===== config.mk =====
export PLATFORM = sky130hd
export DESIGN_NAME = fetch_unit
export DESIGN_NICKNAME = d
export VERILOG_FILES = /design/src/rtl/fetch_pkg.sv /design/src/rtl/fetch_fifo.sv /design/src/rtl/fetch_unit.sv
export SDC_FILE = /design/constraint.sdc
export NUM_CORES = 1
export LEC_CHECK = 0
export ABC_AREA = 1
export CAP_MARGIN = 20
export CORE_MARGIN = 2
export CORE_UTILIZATION = 55
export DETAILED_ROUTE_END_ITERATION = 10
export GPL_TIMING_DRIVEN = 1
export PLACE_DENSITY = 0.85
export SLEW_MARGIN = 20
export SYNTH_ARGS = -nofsm -noshare
export SYNTH_HDL_FRONTEND = slang
export SYNTH_HIERARCHICAL = 1
export SYNTH_SLANG_ARGS = --single-unit

===== constraint.sdc =====
create_clock -name clk -period 18.3 [get_ports clk]
set_input_delay 1.83 -clock clk [delete_from_list [all_inputs] [get_ports clk]]
set_output_delay 1.83 -clock clk [all_outputs]
set_load 0.01 [all_outputs]

===== src/rtl/fetch_pkg.sv =====
// Shared types and constants for the instruction fetch front end.
package fetch_pkg;

   // Default bubble presented to decode when no fetched instruction is available (addi x0,x0,0).
   localparam logic [31:0] NOP_INSTR_C = 32'h0000_0013;

   // Byte distance between consecutive sequential fetches.
   localparam logic [31:0] PC_INC_C = 32'd4;

   // One fetched instruction together with the byte address it came from.
   typedef struct packed {
      logic [31:0] pc;
      logic [31:0] instr;
   } fetch_entry_t;

   // Force word alignment; the low two address bits carry no meaning for 32-bit fetch.
   function automatic logic [31:0] align_pc(input logic [31:0] pc);
      return {pc[31:2], 2'b00};
   endfunction

endpackage


===== src/rtl/fetch_fifo.sv =====
// Small circular queue of fetched {pc, instr} entries. DEPTH is expected to be a
// power of two (2 or 4) so the pointers wrap naturally. A flush empties the queue
// and takes priority over any push or pop in the same cycle.
module fetch_fifo
   import fetch_pkg::*;
#(
   parameter int DEPTH = 2
) (
   input  logic         clk,
   input  logic         rst_n,
   input  logic         flush,
   input  logic         push,
   input  logic         pop,
   input  fetch_entry_t wr_entry,
   output fetch_entry_t rd_entry,
   output logic         full,
   output logic         empty
);

   localparam int PW = (DEPTH > 1) ? $clog2(DEPTH) : 1;
   localparam int CW = PW + 1;

   localparam logic [PW-1:0] PTR_ONE = PW'(1);
   localparam logic [CW-1:0] CNT_ONE = CW'(1);
   localparam logic [CW-1:0] CNT_MAX = CW'(DEPTH);

   logic [PW-1:0] rd_ptr;
   logic [PW-1:0] wr_ptr;
   logic [CW-1:0] count;
   logic          do_push;
   logic          do_pop;

   fetch_entry_t  store [DEPTH];

   assign full     = (count == CNT_MAX);
   assign empty    = (count == '0);
   assign rd_entry = store[rd_ptr];

   // A push into a full queue is only accepted when the head leaves in the same cycle.
   assign do_push  = push && (!full || pop);
   assign do_pop   = pop && !empty;

   // Pointer and occupancy tracking; flush returns everything to the empty state.
   always_ff @(posedge clk or negedge rst_n) begin
      if (!rst_n) begin
         rd_ptr <= '0;
         wr_ptr <= '0;
         count  <= '0;
      end else if (flush) begin
         rd_ptr <= '0;
         wr_ptr <= '0;
         count  <= '0;
      end else begin
         if (do_push) begin
            wr_ptr <= wr_ptr + PTR_ONE;
         end
         if (do_pop) begin
            rd_ptr <= rd_ptr + PTR_ONE;
         end
         unique case ({do_push, do_pop})
            2'b10:   count <= count + CNT_ONE;
            2'b01:   count <= count - CNT_ONE;
            default: count <= count;
         endcase
      end
   end

   // Entry storage needs no reset: slots are only visible once count covers them.
   always_ff @(posedge clk) begin
      if (do_push && !flush) begin
         store[wr_ptr] <= wr_entry;
      end
   end

endmodule


===== src/rtl/fetch_unit.sv =====
// Instruction fetch front end: owns the PC, issues one word-aligned fetch per cycle
// to a combinational instruction memory, and buffers results in a short queue that
// feeds decode. A redirect flushes the queue and restarts fetch at the target.
module fetch_unit
   import fetch_pkg::*;
#(
   parameter logic [31:0] RESET_PC  = 32'h0000_0000,
   parameter logic [31:0] NOP_INSTR = NOP_INSTR_C,
   parameter int          QDEPTH    = 2
) (
   input  logic        clk,
   input  logic        rst_n,
   output logic [31:0] imem_addr,
   input  logic [31:0] imem_instr,
   input  logic        redirect_valid,
   input  logic [31:0] redirect_pc,
   output logic        out_valid,
   input  logic        out_ready,
   output logic [31:0] out_instr,
   output logic [31:0] out_pc
);

   logic [31:0]  pc_q;
   logic [31:0]  pc_d;
   logic         q_full;
   logic         q_empty;
   logic         q_push;
   logic         q_pop;
   fetch_entry_t q_head;
   fetch_entry_t q_wr;

   // The address goes straight out of the PC register, so decode back-pressure only
   // reaches imem_addr one cycle later through the push enable.
   assign imem_addr = align_pc(pc_q);

   assign out_valid = !q_empty;

   // A redirect wins over everything: nothing is consumed or fetched on that edge.
   assign q_pop  = out_valid && out_ready && !redirect_valid;
   assign q_push = !redirect_valid && (!q_full || q_pop);

   assign q_wr.pc    = imem_addr;
   assign q_wr.instr = imem_instr;

   fetch_fifo #(
      .DEPTH (QDEPTH)
   ) u_fifo (
      .clk      (clk),
      .rst_n    (rst_n),
      .flush    (redirect_valid),
      .push     (q_push),
      .pop      (q_pop),
      .wr_entry (q_wr),
      .rd_entry (q_head),
      .full     (q_full),
      .empty    (q_empty)
   );

   // Next PC: redirect target, sequential advance on a successful fetch, else hold.
   always_comb begin
      pc_d = pc_q;
      if (redirect_valid) begin
         pc_d = align_pc(redirect_pc);
      end else if (q_push) begin
         pc_d = pc_q + PC_INC_C;
      end
   end

   // PC register.
   always_ff @(posedge clk or negedge rst_n) begin
      if (!rst_n) begin
         pc_q <= align_pc(RESET_PC);
      end else begin
         pc_q <= pc_d;
      end
   end

   // Decode sees a clean bubble whenever the queue is empty rather than stale storage.
   always_comb begin
      out_pc    = 32'h0;
      out_instr = NOP_INSTR;
      if (!q_empty) begin
         out_pc    = q_head.pc;
         out_instr = q_head.instr;
      end
   end

endmodule

==> flow_summary.toml, run 1 <==
[flow_run]
max-cap-violations = 0

[setup_path]
arrival_ps = 2580
cp-endpoint = "out_instr[0]"
cp.required_ps = 16470
cp.depth = 6
startpoint = "u_fifo/count[0]"
ff2ff_path_depth = 11
reg2reg_from = "u_fifo/count[0]"
critPathMaxFanout = 47
cp-start-kind = "flip-flop"
cpPeakStageDelay_ps = 530
endpoint_kind = "output pin"
r2r_end = "u_fifo/store[1][10]"
cpLargestDelayFamily = "buffers and inverters"
timing.critical_path.buf_inv = 4
cp_cell_sequence = "inv_2 -> nand2_2 -> inv_2 -> buf_4 -> or2_2 -> clkdlybuf4s50_1"
crit_top_cell = "inv_2"
r2r_slack_ps = 15300
worstSetupPathType = "flip-flop to output pin"
cp_slowest_cell = "clkdlybuf4s50_1"

[yosys]
synth_seq_area_share_pct = 60.4
synth_top_family_by_area = "simple AND/OR/NAND/NOR gates"
synth-simple-area-share_pct = 27.3
yosysTopAreaCell = "edfxtp_1"
syn_area_um2 = 7770
synth_fa_ha_area_share_pct = 0.161
synth_compound_area_share_pct = 4.06
synth_top_area_share_pct = 49.5
ys_ff_latch = 162
avgSynthCellArea_um2 = 9.03
syn_inst = 860
synth_xor_area_share_pct = 0.451
ys_types = 37
ys_warn_count = 6
synthTopCellsByArea = "edfxtp_1 49%, nand2_1 15%, dfrtp_1 11%, inv_1 5.0%, nor2_1 4.9%"
synthMuxAreaShare_pct = 0

[clocking]
cts_tree = "built"
max-clock-path-buffers = 2
cts_resized = 0
clock_latency_ps = 420
root_buffer = "clkbuf_16"
clkTransAtPathRegs_ps = 60
htreeDepth = 4
numCtsBuffers = 17
postCtsSetupRepairBufs = 0
ctsHoldBuffers = 0
cts_sinks = 162

[pwr]
cellPowerDensity_nw_per_um2 = 97.9
p_leak_nw = 4.30
power_w = 0.000988
vdd_drop_max_mv = 0.0554

[route]
viasPerCell = 5.05
wl_met2_mm = 8.87
drtAntennaViolNets = 0
drt_iter0_markers = 533
wl_mm = 17.7
m1WireLength_mm = 7.36
first_pass_iters = 5
top_layer_used = "met4"
vias = 6121
wl_per_cell_um = 14.6
drc = 0
wl_met3_mm = 1.18

[timing]
min_period_ps = 4410
fin_worst_skew_ps = 12.1
fin_tns_setup_ps = 0
worst_pin_slew_ps = 879
setup_viol = 0
hold_viol = 0
fin_crit_sh_pct = 24.1
fmax_mhz = 227
slew_viol_final = 0
rsz0062_at_grt = "false"
max-slew-margin-rel_pct = 41.4

[global_routing]
overflow = 0
grt_max_degree = 67
antenna_found_initial = 0
grt_util_all_layers_pct = 24.1
grt_pass1_wl_mm = 27.8
grt_pass1_vias = 5825

[cells_and_area]
area_growth_pct = 29.9
mostFrequentLayoutCell = "nand2_1"
utilization_pct = 73.0
n_fill_cell = 1010
drive_above_1_share_pct = 8.33
final_cell_mix = "311 x nand2_1, 160 x clkdlybuf4s50_1, 128 x edfxtp_1, 102 x inv_1, 100 x nor2_1"
nets = 1089
fin_cells = 1213
antennaDiodeCount = 0

[die]
ios = 165
start_util_pct = 56.2
die_h_um = 123
dieArea_um2 = 15100
core_area_um2 = 13800
row_count = 43
die_w_um = 123

[placement]
dpl.cell_count = 1181
numPortBuffers = 160
place.gp.congestion = 0.910
dp_hpwl_mm = 11.5

[min_path]
hold_path.class = "flip-flop to flip-flop"
min-delay-start = "u_fifo/wr_ptr"

[run_status]
outcome = "complete, no violations"
[power breakdown]
group          leakage [nW]  internal [W]  total [W]  switching (W)
Sequential             1.58      0.000429   0.000454      0.0000254
Combinational          2.45     0.0000890   0.000189      0.0000996
Clock                 0.274      0.000202   0.000345       0.000143
[sequential cells by signal (all words and copies together) (netlist names)]
register / cells
u_fifo/store: 128
pc_q: 30
u_fifo/count: 2
u_fifo/wr_ptr: 1
u_fifo/rd_ptr: 1
[Yosys cell counts (all sizes together)]
master	number
o21bai	10
nand4	7
inv	111
nor2	118
a21oi	14
clkbuf	9
o21ai	18
buf	21
nand3b	2
o211ai	5
a21boi	1
nor3	2
conb	1
nand3	45
a31oi	1
o22ai	1
nand2	323
a211oi	1
dfrtp	34
xor2	1
edfxtp	128
xnor2	3
ha	1
or2	3
[worst min-delay path: stages (launching register included)]
cell and delay, ps:
dfrtp_1 350, nand3_1 80, o21ai_1 70
[worst min-delay path by stage]
| stage | slack (ps) | cells after the start | endpoint |
|---|---|---|---|
| floorplan | 490 | 2 | u_fifo/wr_ptr |
| global placement | 510 | 2 | u_fifo/wr_ptr |
| detailed placement | 520 | 2 | u_fifo/wr_ptr |
| CTS | 530 | 2 | u_fifo/wr_ptr |
| global route | 560 | 2 | u_fifo/wr_ptr |
| finish | 540 | 2 | u_fifo/wr_ptr |
[per-stage QoR]
| stage | instance area, um^2 | setup slack, ps | hold WS [ps] |
|---|---|---|---|
| after global placement | 9500 | 13800 | 507 |
| final | 10100 | 13890 | 537 |
| after floorplan | 7780 | 10880 | 487 |
| after detailed placement | 9510 | 13770 | 517 |
| after global routing | 10100 | 13740 | 563 |
| after CTS | 10100 | 13870 | 532 |
[cells by family after synthesis]
kind of cell | Yosys count
simple gates | 500
flops | 162
buf+inv | 141
compound gates | 51
xor+xnor | 4
fa+ha+maj | 1
other cells | 1
[cell type report]
| cell class | count | area, um^2 | share of cell area [%] |
|---|---|---|---|
| sequential | 162 | 4700 | 46.5 |
| multi-input combinational | 562 | 2520 | 25.0 |
| timing repair buffer | 166 | 1650 | 16.3 |
| clock buffer | 17 | 425 | 4.22 |
| inverter | 111 | 422 | 4.18 |
| tap | 180 | 225 | 2.23 |
| clock inverter | 15 | 156 | 1.55 |
[metal layers]
metal,vias up,global-route usage (%)
met5,-,0
met4,0,7.18
met3,26,5.25
met2,216,41.3
met1,2843,30.8
li1,3036,-
No activity file was read; power rests on OpenSTA's default activity.
==> run 2: changes to the inputs <==
CORE_UTILIZATION = 46   (was 55)
PLACE_DENSITY = 0.76   (was 0.85)
clock period = 3.75 ns   (was 18.3 ns; I/O delays follow)
==> flow_summary.toml, run 2 (synthesized netlist as in run 1, its figures left out) <==
[clocking]
root_buffer = "clkbuf_16"
max-clock-path-buffers = 2
htreeDepth = 4
cts_resized = 0
cts_tree = "built"
clkTransAtPathRegs_ps = 60
clock_latency_ps = 410
cts_sinks = 162
postCtsSetupRepairBufs = 0
ctsHoldBuffers = 0
numCtsBuffers = 17

[die]
start_util_pct = 47.0
die_w_um = 134
core_area_um2 = 16500
ios = 165
dieArea_um2 = 17900
row_count = 47
die_h_um = 134

[cells_and_area]
largest_reg_flops = 128
drive_above_1_share_pct = 8.78
reg_top3 = "u_fifo/store (128), pc_q (30), u_fifo/count (2)"
final_cell_mix = "311 x nand2_1, 160 x clkdlybuf4s50_1, 128 x edfxtp_1, 102 x inv_1, 100 x nor2_1"
mostFrequentLayoutCell = "nand2_1"
nets = 1093
antennaDiodeCount = 0
n_fill_cell = 1339
area_growth_pct = 30.8
regMostFlops = "u_fifo/store"

[setup_path]
endpoint_kind = "output pin"
arrival_ps = 2470
worstSetupPathType = "flip-flop to output pin"
reg2reg_from = "u_fifo/count[0]"
cp_cell_sequence = "inv_2 -> buf_12 -> nand2_1 -> nand2_1 -> inv_1 -> nor2_1 -> clkdlybuf4s50_1"
critPathMaxFanout = 39
r2r_slack_ps = 1130
cp-start-kind = "flip-flop"
cp_slowest_cell = "inv_2"
crit_top_cell = "nand2_1"
ff2ff_path_depth = 11
r2r_end = "u_fifo/store[1][54]"
cp.required_ps = 3380
cpPeakStageDelay_ps = 560

[pwr]
cellPowerDensity_nw_per_um2 = 463
vdd_drop_max_mv = 0.320
p_leak_nw = 4.32

[route]
wl_per_cell_um = 13.8
drtAntennaViolNets = 0
wl_mm = 17.4
first_pass_iters = 5
drt_iter0_markers = 414
drc = 0
vias = 6022
viasPerCell = 4.79

[timing]
fin_crit_sh_pct = 75.9
fin_tns_setup_ps = 0
slew_viol_final = 0
worst_pin_slew_ps = 771
rsz0062_at_grt = "false"
setup_slack_ps = 905
fmax_mhz = 352
hold_viol = 0
fin_worst_skew_ps = 6.24
setup_viol = 0
min_period_ps = 2840
max-slew-margin-rel_pct = 48.5

[global_routing]
overflow = 0
grt_util_all_layers_pct = 19.9
grt_max_degree = 65
antenna_found_initial = 0
grt_pass1_wl_mm = 27.9
grt_pass1_vias = 5451

[placement]
numPortBuffers = 160
place.gp.congestion = 0.870
dp_hpwl_mm = 11.9
dp_slack_ps = 813

[flow_run]
max-cap-violations = 0

[min_path]
hold_path.class = "primary input to asynchronous set/reset pin"

[run_status]
outcome = "complete, no violations"
-- run 2: cell count changes in the layout (fill, tap and decap cells not counted) --
cell	previous run	this run
nor3_4	0	1
bufinv_16	2	0
inv_2	7	8
inv_6	4	0
clkinv_4	2	4
nor3_2	1	0
inv_4	2	1
clkinv_2	2	4
clkinv_1	1	0
buf_12	0	1
clkbuf_8	0	3
buf_4	6	9
-- run 2: per-layer routing --
layer  GRT usage (%)  share of wire (%)
met2            32.9                 49
met3            3.36                5.6
met1            26.9                 44
met4            6.38                1.5
met5               0                  0
-- run 2: cell type report --
cell class              instances  area, um^2  share of cell area (%)
flip-flops and latches        162        4700                    46.2
multi-input cells             562        2520                    24.9
repair buffers                170        1690                    16.6
clock buffers                  20         467                    4.60
inverters                     111         419                    4.13
well taps                     220         275                    2.71
clock inverters                12        85.1                   0.838
-- run 2: critical path, delay by kind of cell, from the launching register on --
| kind | cells | cell delay, ps |
|---|---|---|
| buffers and inverters | 4 | 1410 |
| AND/OR/NAND/NOR | 3 | 220 |
| flip-flops | 1 | 400 |
-- run 2: report_power, final --
group | internal (W) | total (W) | switching (W)
sequential | 0.00209 | 0.00221 | 0.000123
combinational | 0.000440 | 0.000923 | 0.000483
clock | 0.000897 | 0.00157 | 0.000672
-- run 2: worst max path at each step --
stage	depth (start not counted)	end	startpoint	slack, ps
3_3_place_gp	8	u_fifo/store[1][2]	redirect_valid	870
6_report	7	out_instr[18]	u_fifo/rd_ptr	910
4_1_cts	6	out_instr[4]	u_fifo/count[1]	890
3_5_place_dp	8	u_fifo/store[1][2]	redirect_valid	810
2_1_floorplan	11	u_fifo/store[0][0]	u_fifo/count[0]	290
5_1_grt	7	out_instr[11]	u_fifo/rd_ptr	740
-- run 2: stage by stage --
| step | std cells | cell area, um^2 | hold slack [ps] | total power [W] | util [%] |
|---|---|---|---|---|---|
| after floorplan | 865 | 7800 | 79.4 | 0.00268 | - |
| after global placement | 1225 | 9600 | 514 | 0.00316 | 58.1 |
| after detailed placement | 1225 | 9600 | 527 | 0.00318 | 58.1 |
| after CTS | 1257 | 10200 | 414 | 0.00474 | 61.5 |
| after global routing | 1257 | 10200 | 458 | 0.00491 | 61.5 |
| final | 1257 | 10200 | 409 | 0.00471 | 61.5 |
